==> src/rtl/pc_fetch_unit_if.sv <==
// Instruction-memory fetch bus: request/address out of the fetch unit,
// acknowledge/data back from instruction memory.
interface pc_fetch_unit_if;
  logic        ImemReq;
  logic [63:0] ImemAddr;
  logic        ImemAck;
  logic [31:0] ImemData;

  // Fetch unit side: issues requests, receives instruction words.
  modport master (
    output ImemReq,
    output ImemAddr,
    input  ImemAck,
    input  ImemData
  );

  // Instruction memory side.
  modport slave (
    input  ImemReq,
    input  ImemAddr,
    output ImemAck,
    output ImemData
  );
endinterface

==> src/rtl/pc_fetch_unit.sv <==
// Program-counter register and instruction-fetch sequencer.
// Holds CurrentPC, fetches the instruction at CurrentPC over a req/ack bus,
// presents it to decode, and loads NextPC when the datapath commits.
// A fetch that sees no ack within IMEM_TIMEOUT cycles is dropped for one
// cycle and reissued at the same address.
// Optional feature: define MISALIGN_TRAP_EN to trap on a committed NextPC
// that is not word aligned (adds the Fault port and a terminal FAULT state).
module pc_fetch_unit #(
  parameter logic [63:0] RESET_PC     = 64'h0,
  parameter int          IMEM_TIMEOUT = 16
) (
  input  logic                   Clk,
  input  logic                   Reset,
  input  logic [63:0]            NextPC,
  input  logic                   InstrDone,
  input  logic                   Stall,
  pc_fetch_unit_if.master        imem,
  output logic [63:0]            CurrentPC,
  output logic [31:0]            Instruction,
  output logic                   InstrValid,
  output logic                   FetchTimeout
`ifdef MISALIGN_TRAP_EN
  ,
  output logic                   Fault
`endif
);

  localparam int            CW       = $clog2(IMEM_TIMEOUT);
  localparam logic [CW-1:0] CNT_LAST = CW'(IMEM_TIMEOUT - 1);

`ifdef MISALIGN_TRAP_EN
  typedef enum logic [1:0] {FETCH_IDLE, FETCH_WAIT, EXEC, FAULT} state_t;
`else
  typedef enum logic [1:0] {FETCH_IDLE, FETCH_WAIT, EXEC} state_t;
`endif

  state_t        state;
  logic [CW-1:0] wait_cnt;

  // Fetch sequencer: every output is a register updated on the rising edge.
  always_ff @(posedge Clk) begin
    // NOTE: sequential state uses non-blocking assignments so every register
    // samples the pre-edge values, independent of statement order.
    FetchTimeout <= 1'b0;
    if (Reset) begin
      // NOTE: reset is synchronous and wins over any fetch in progress; the
      // address register is reset too so ImemAddr is never X on the bus.
      state         <= FETCH_IDLE;
      CurrentPC     <= RESET_PC;
      Instruction   <= '0;
      InstrValid    <= 1'b0;
      imem.ImemReq  <= 1'b0;
      imem.ImemAddr <= RESET_PC;
      wait_cnt      <= '0;
`ifdef MISALIGN_TRAP_EN
      Fault         <= 1'b0;
`endif
    end else begin
      unique case (state)
        FETCH_IDLE: begin
          if (!Stall) begin
            imem.ImemReq  <= 1'b1;
            imem.ImemAddr <= CurrentPC;
            wait_cnt      <= '0;
            state         <= FETCH_WAIT;
          end
        end

        FETCH_WAIT: begin
          // Ack takes priority over an expiring timeout in the same cycle.
          if (imem.ImemAck) begin
            Instruction  <= imem.ImemData;
            InstrValid   <= 1'b1;
            imem.ImemReq <= 1'b0;
            wait_cnt     <= '0;
            state        <= EXEC;
          end else if (wait_cnt == CNT_LAST) begin
            imem.ImemReq <= 1'b0;
            FetchTimeout <= 1'b1;
            wait_cnt     <= '0;
            state        <= FETCH_IDLE;
          end else begin
            wait_cnt <= wait_cnt + 1'b1;
          end
        end

        EXEC: begin
          // Stall holds the instruction even when the datapath reports done.
          if (InstrDone && !Stall) begin
            CurrentPC  <= NextPC;
            InstrValid <= 1'b0;
`ifdef MISALIGN_TRAP_EN
            if (NextPC[1:0] != 2'b00) begin
              Fault <= 1'b1;
              state <= FAULT;
            end else begin
              state <= FETCH_IDLE;
            end
`else
            state      <= FETCH_IDLE;
`endif
          end
        end

`ifdef MISALIGN_TRAP_EN
        // Terminal until reset: no fetches, nothing presented to decode.
        FAULT: begin
          imem.ImemReq <= 1'b0;
          InstrValid   <= 1'b0;
        end
`endif

        default: state <= FETCH_IDLE;
      endcase
    end
  end

endmodule
==> src/flat_wrapper.sv <==
// flat-port wrapper written by rule: the top's interface ports become plain ports
module pc_fetch_unit_flat 
#(
  parameter logic [63:0] RESET_PC     = 64'h0,
  parameter int          IMEM_TIMEOUT = 16
)
  (Clk, Reset, NextPC, InstrDone, Stall, CurrentPC, Instruction, InstrValid, FetchTimeout, imem_ImemReq, imem_ImemAddr, imem_ImemAck, imem_ImemData);
  pc_fetch_unit_if imem_i ();
  input  logic Clk;
  input  logic Reset;
  input  logic [63:0] NextPC;
  input  logic InstrDone;
  input  logic Stall;
  output logic [63:0] CurrentPC;
  output logic [31:0] Instruction;
  output logic InstrValid;
  output logic FetchTimeout;
  output wire logic [$bits(imem_i.ImemReq)-1:0] imem_ImemReq;
  output wire logic [$bits(imem_i.ImemAddr)-1:0] imem_ImemAddr;
  input wire logic [$bits(imem_i.ImemAck)-1:0] imem_ImemAck;
  input wire logic [$bits(imem_i.ImemData)-1:0] imem_ImemData;
  assign imem_ImemReq = imem_i.ImemReq;
  assign imem_ImemAddr = imem_i.ImemAddr;
  assign imem_i.ImemAck = imem_ImemAck;
  assign imem_i.ImemData = imem_ImemData;
  pc_fetch_unit #(.RESET_PC(RESET_PC), .IMEM_TIMEOUT(IMEM_TIMEOUT)) u_core (.Clk(Clk), .Reset(Reset), .NextPC(NextPC), .InstrDone(InstrDone), .Stall(Stall), .imem(imem_i), .CurrentPC(CurrentPC), .Instruction(Instruction), .InstrValid(InstrValid), .FetchTimeout(FetchTimeout));
endmodule
==> config.mk <==
export PLATFORM = sky130hd
export DESIGN_NAME = pc_fetch_unit_flat
export DESIGN_NICKNAME = d
export VERILOG_FILES = /design/src/rtl/pc_fetch_unit_if.sv /design/src/rtl/pc_fetch_unit.sv /design/src/flat_wrapper.sv
export SDC_FILE = /design/constraint.sdc
export NUM_CORES = 1
export LEC_CHECK = 0
export BUFFER_PORTS_ARGS = -buffer_cell sky130_fd_sc_hd__clkbuf_2
export CAP_MARGIN = 20
export CORE_AREA = 2 2 117 131
export CTS_CLUSTER_SIZE = 12
export DETAILED_ROUTE_END_ITERATION = 8
export DIE_AREA = 0 0 119 133
export PLACE_DENSITY = 0.74
export SKIP_CTS_REPAIR_TIMING = 1
export SLEW_MARGIN = 20
export SYNTH_ARGS = -nofsm -noshare
export SYNTH_HDL_FRONTEND = slang
export SYNTH_SLANG_ARGS = --single-unit
==> constraint.sdc <==
create_clock -name Clk -period 1.2 [get_ports Clk]
set_input_delay 0.12 -clock Clk [delete_from_list [all_inputs] [get_ports Clk]]
set_output_delay 0.12 -clock Clk [all_outputs]
set_load 0.01 [all_outputs]
==> out/qor.txt <==
======================================================================================
Overall track demand over capacity in global routing                            20.25%
Number of synthesized register bits                                                169
Post-synthesis to final-layout area growth                                      59.95%
Number of distinct standard cells referenced by the synthesized netlist             29
Number of levels in the clock H-tree                                                 4
Layout Utilization                                                              65.41%
First-pass iteration count of the detailed router                                    4
Number of placement rows                                                            47
TritonCTS clock tree                                                              done
Clock-pin transition on the worst setup and hold timing paths                  0.07 ns
Critical path class                                                            reg2reg
Cell types occupying the most area after synthesis                        dfxtp_1 56%, nand2_1 20%, a21oi_1 14%, buf_6 2.3%, buf_2 1.4%
Fraction of synthesized area in multiplexers                                        0%
# IOs                                                                              264
Worst clock skew                                                           0.008636 ns
Post-route clock period utilization                                             114.6%
Final instance count without filler cells                                         1312
Library cell occupying the most area in the post-synthesis netlist             dfxtp_1
GRT Max-Usage Layer                                                               met2
Placed Cells incl. Taps                                                           1169
Met2 usage in global routing                                                    34.23%
Global routing usage on met3                                                    5.991%
Global-route wire length before repair                                        25.76 mm
Synth top area share                                                            56.50%
Violations in the final reports                                           hold timing, setup timing
Post-synthesis simple-gate area fraction                                        22.84%
Data required time of the critical path                                        1.54 ns
Main combinational cell family by area after synthesis                    simple AND/OR/NAND/NOR gates
Worst hold-check path type                                                      in2reg
Critical path arrival                                                          1.71 ns
Final worst hold slack                                                     -0.02762 ns
Outcome                                                                   finished, violations left
Area share of fa/ha/maj cells after synthesis                                  0.2089%
Count of synthesis-stage warnings from yosys                                         0
Maximum clock frequency                                                     0.7274 GHz
First DRT Iteration DRCs                                                           501
Relative slew slack                                                             68.47%
HPWL after detailed placement                                                 11.07 mm
Most common cell after layout, fill and taps aside                             nand2_1
Clock insertion delay at the later pin of the skew report                      0.43 ns
Clk Tree Root Cell                                                           clkbuf_16
Number of sinks driven by the clock tree                                           169
Commonest non-fill, non-tap cells in the layout                           304 x nand2_1, 262 x clkbuf_2, 167 x dfxtp_1
Number of port buffers                                                             263
ANT nets after route                                                                 0
Setup violation total in the final timing report                                   163
Wire per inst                                                                 15.49 um
Synthesized-area fraction occupied by ao, oa, aoi and oai cells                 14.52%
Synthesized netlist net count                                                      844
Wire length reported by the detailed router                                   20.32 mm
Final weighted congestion of routability-driven global placement                0.8288
Accumulated negative setup slack                                             -11.42 ns
Final min period                                                              1.375 ns
Total placed instance area                                                   7576 um^2
Maximum fanout encountered on the critical timing path                              13
Vias after detailed routing                                                       6402
Filler instances                                                                  1171
Via count of the first global-routing pass                                        5403
Die width                                                                       119 um
Net count of the finished layout                                                  1206
Endpoint kind of the worst setup timing path                                 flip-flop
Unrepaired setup endpoints after global routing                                   true
Power density relative to cell area                                       1280 nW/um^2
Sequential cell area fraction in the yosys report                               56.50%
Avg Synthesized Cell Area                                                   8.070 um^2
Slew @ Worst Pin                                                             0.4717 ns
Initial core utilization                                                        40.90%
Kind of launch point of the worst setup path                                 flip-flop
Final Hold Vio Count                                                                 5
Number of buffers on the longest clock path                                          2
Pin count of the biggest net entering global routing                                86
Floorplan Core Area                                                         14640 um^2
Post-synthesis xor/xnor area fraction                                               0%
Proportion of layout cells with a drive suffix above 1                          34.05%
Static leakage power                                                       0.004001 uW
Chip Height                                                                     133 um
Number of antenna violations at the first check in global routing                    0
Worst setup slack after layout                                              -0.1747 ns
Average vias per placed instance                                                 4.880
Number of maximum-capacitance constraint violations                                  0
Post-Syn Instances                                                                 742
Final Max Slew Viols                                                                 0
Post-layout instance area                                                    9578 um^2
Worst vdd rail ir drop                                                     0.0007246 V
Met1 usage                                                                      23.84%
Full die area                                                               15830 um^2
Netlist area before placement                                                5988 um^2
Drc violations                                                                       0
Number of CTS-inserted buffers                                                      17
Antenna diode instance count                                                         0
Overflow after GRT                                                                   0
======================================================================================
==> cells in the mapped netlist <==
cell / n
and4bb_1: 1
nor3b_2: 1
nor4b_2: 1
nor2b_1: 1
o21bai_1: 1
clkbuf_1: 16
nor2_1: 2
nand4bb_1: 1
and3b_1: 1
nand3_1: 2
nand4_1: 1
and4_1: 1
inv_1: 2
ha_1: 1
nand3b_1: 3
or3b_1: 1
a311oi_1: 1
a31oi_1: 2
buf_6: 12
a21oi_1: 165
buf_2: 17
buf_1: 4
o21ai_0: 3
nand2_1: 322
buf_4: 7
or3_1: 1
nand2b_1: 2
dfxtp_1: 169
nor3_2: 1
==> worst max-delay path: stages (launching register included) <==
cell,delay [ns]
dfxtp_4,0.38
buf_4,0.14
and3b_2,0.33
buf_12,0.16
nand2_1,0.07
a21oi_1,0.20
==> path summary, 6_finish.rpt <==
| check | slack, ns | to | depth (start not counted) | start |
|---|---|---|---|---|
| max | -0.17 | u_core.Instruction[8]$_SDFFE_PP0P_ | 5 | u_core.state[1]$_SDFFE_PP0P_ |
| min | -0.03 | u_core.state[1]$_SDFFE_PP0P_ | 2 | Reset |
| min reg2reg | 0.45 | u_core.imem.ImemAddr[50]$_SDFFE_PP0P_ | 2 | u_core.imem.ImemAddr[50]$_SDFFE_PP0P_ |
| max reg2reg | -0.17 | u_core.Instruction[8]$_SDFFE_PP0P_ | 5 | u_core.state[1]$_SDFFE_PP0P_ |
==> logic make-up after synthesis <==
logic type / after synthesis
flip-flops: 169
buffers and inverters: 58
AO/OA/AOI/OAI: 172
adder cells (fa/ha/maj): 1
AND/OR/NAND/NOR: 342
==> sequential cells by signal, summed over array words and instances (netlist names) <==
register              flops
u_core.imem.ImemReq       1
u_core.InstrValid         1
u_core.imem.ImemAddr     64
u_core.CurrentPC         64
u_core.Instruction       32
u_core.state              2
u_core.wait_cnt           4
u_core.FetchTimeout       1
==> area by class of cell <==
cell class | count | area, um^2 | share of cell area (%)
sequential | 169 | 3391 | 35.40
timing repair buffer | 399 | 2918 | 30.46
multi-input combinational | 515 | 2457 | 25.66
clock buffer | 25 | 495.5 | 5.173
tap | 196 | 245.2 | 2.560
clock inverter | 6 | 63.81 | 0.6662
inverter | 2 | 7.507 | 0.07838
==> metal layers <==
metal | wire [um] | share of wire, %
met3 | 1218 | 6.0
met2 | 10560 | 52
met5 | 0 | 0
met4 | 654 | 3.2
met1 | 7887 | 39
==> metrics by stage <==
step           setup slack (ns)  total power [uW]
3_5_place_dp            -0.2125              6723
4_1_cts                 -0.2277             11940
2_1_floorplan          -0.04821              6294
5_1_grt                 -0.2135             12640
3_3_place_gp            -0.1685              6720
6_report                -0.1747             12260
==> report_power, final <==
part	switching (uW)	internal, uW	total [uW]
clock	2200	3070	5270
combinational	613	629	1240
sequential	57.6	5690	5740
(Power assumes the default switching activity.)
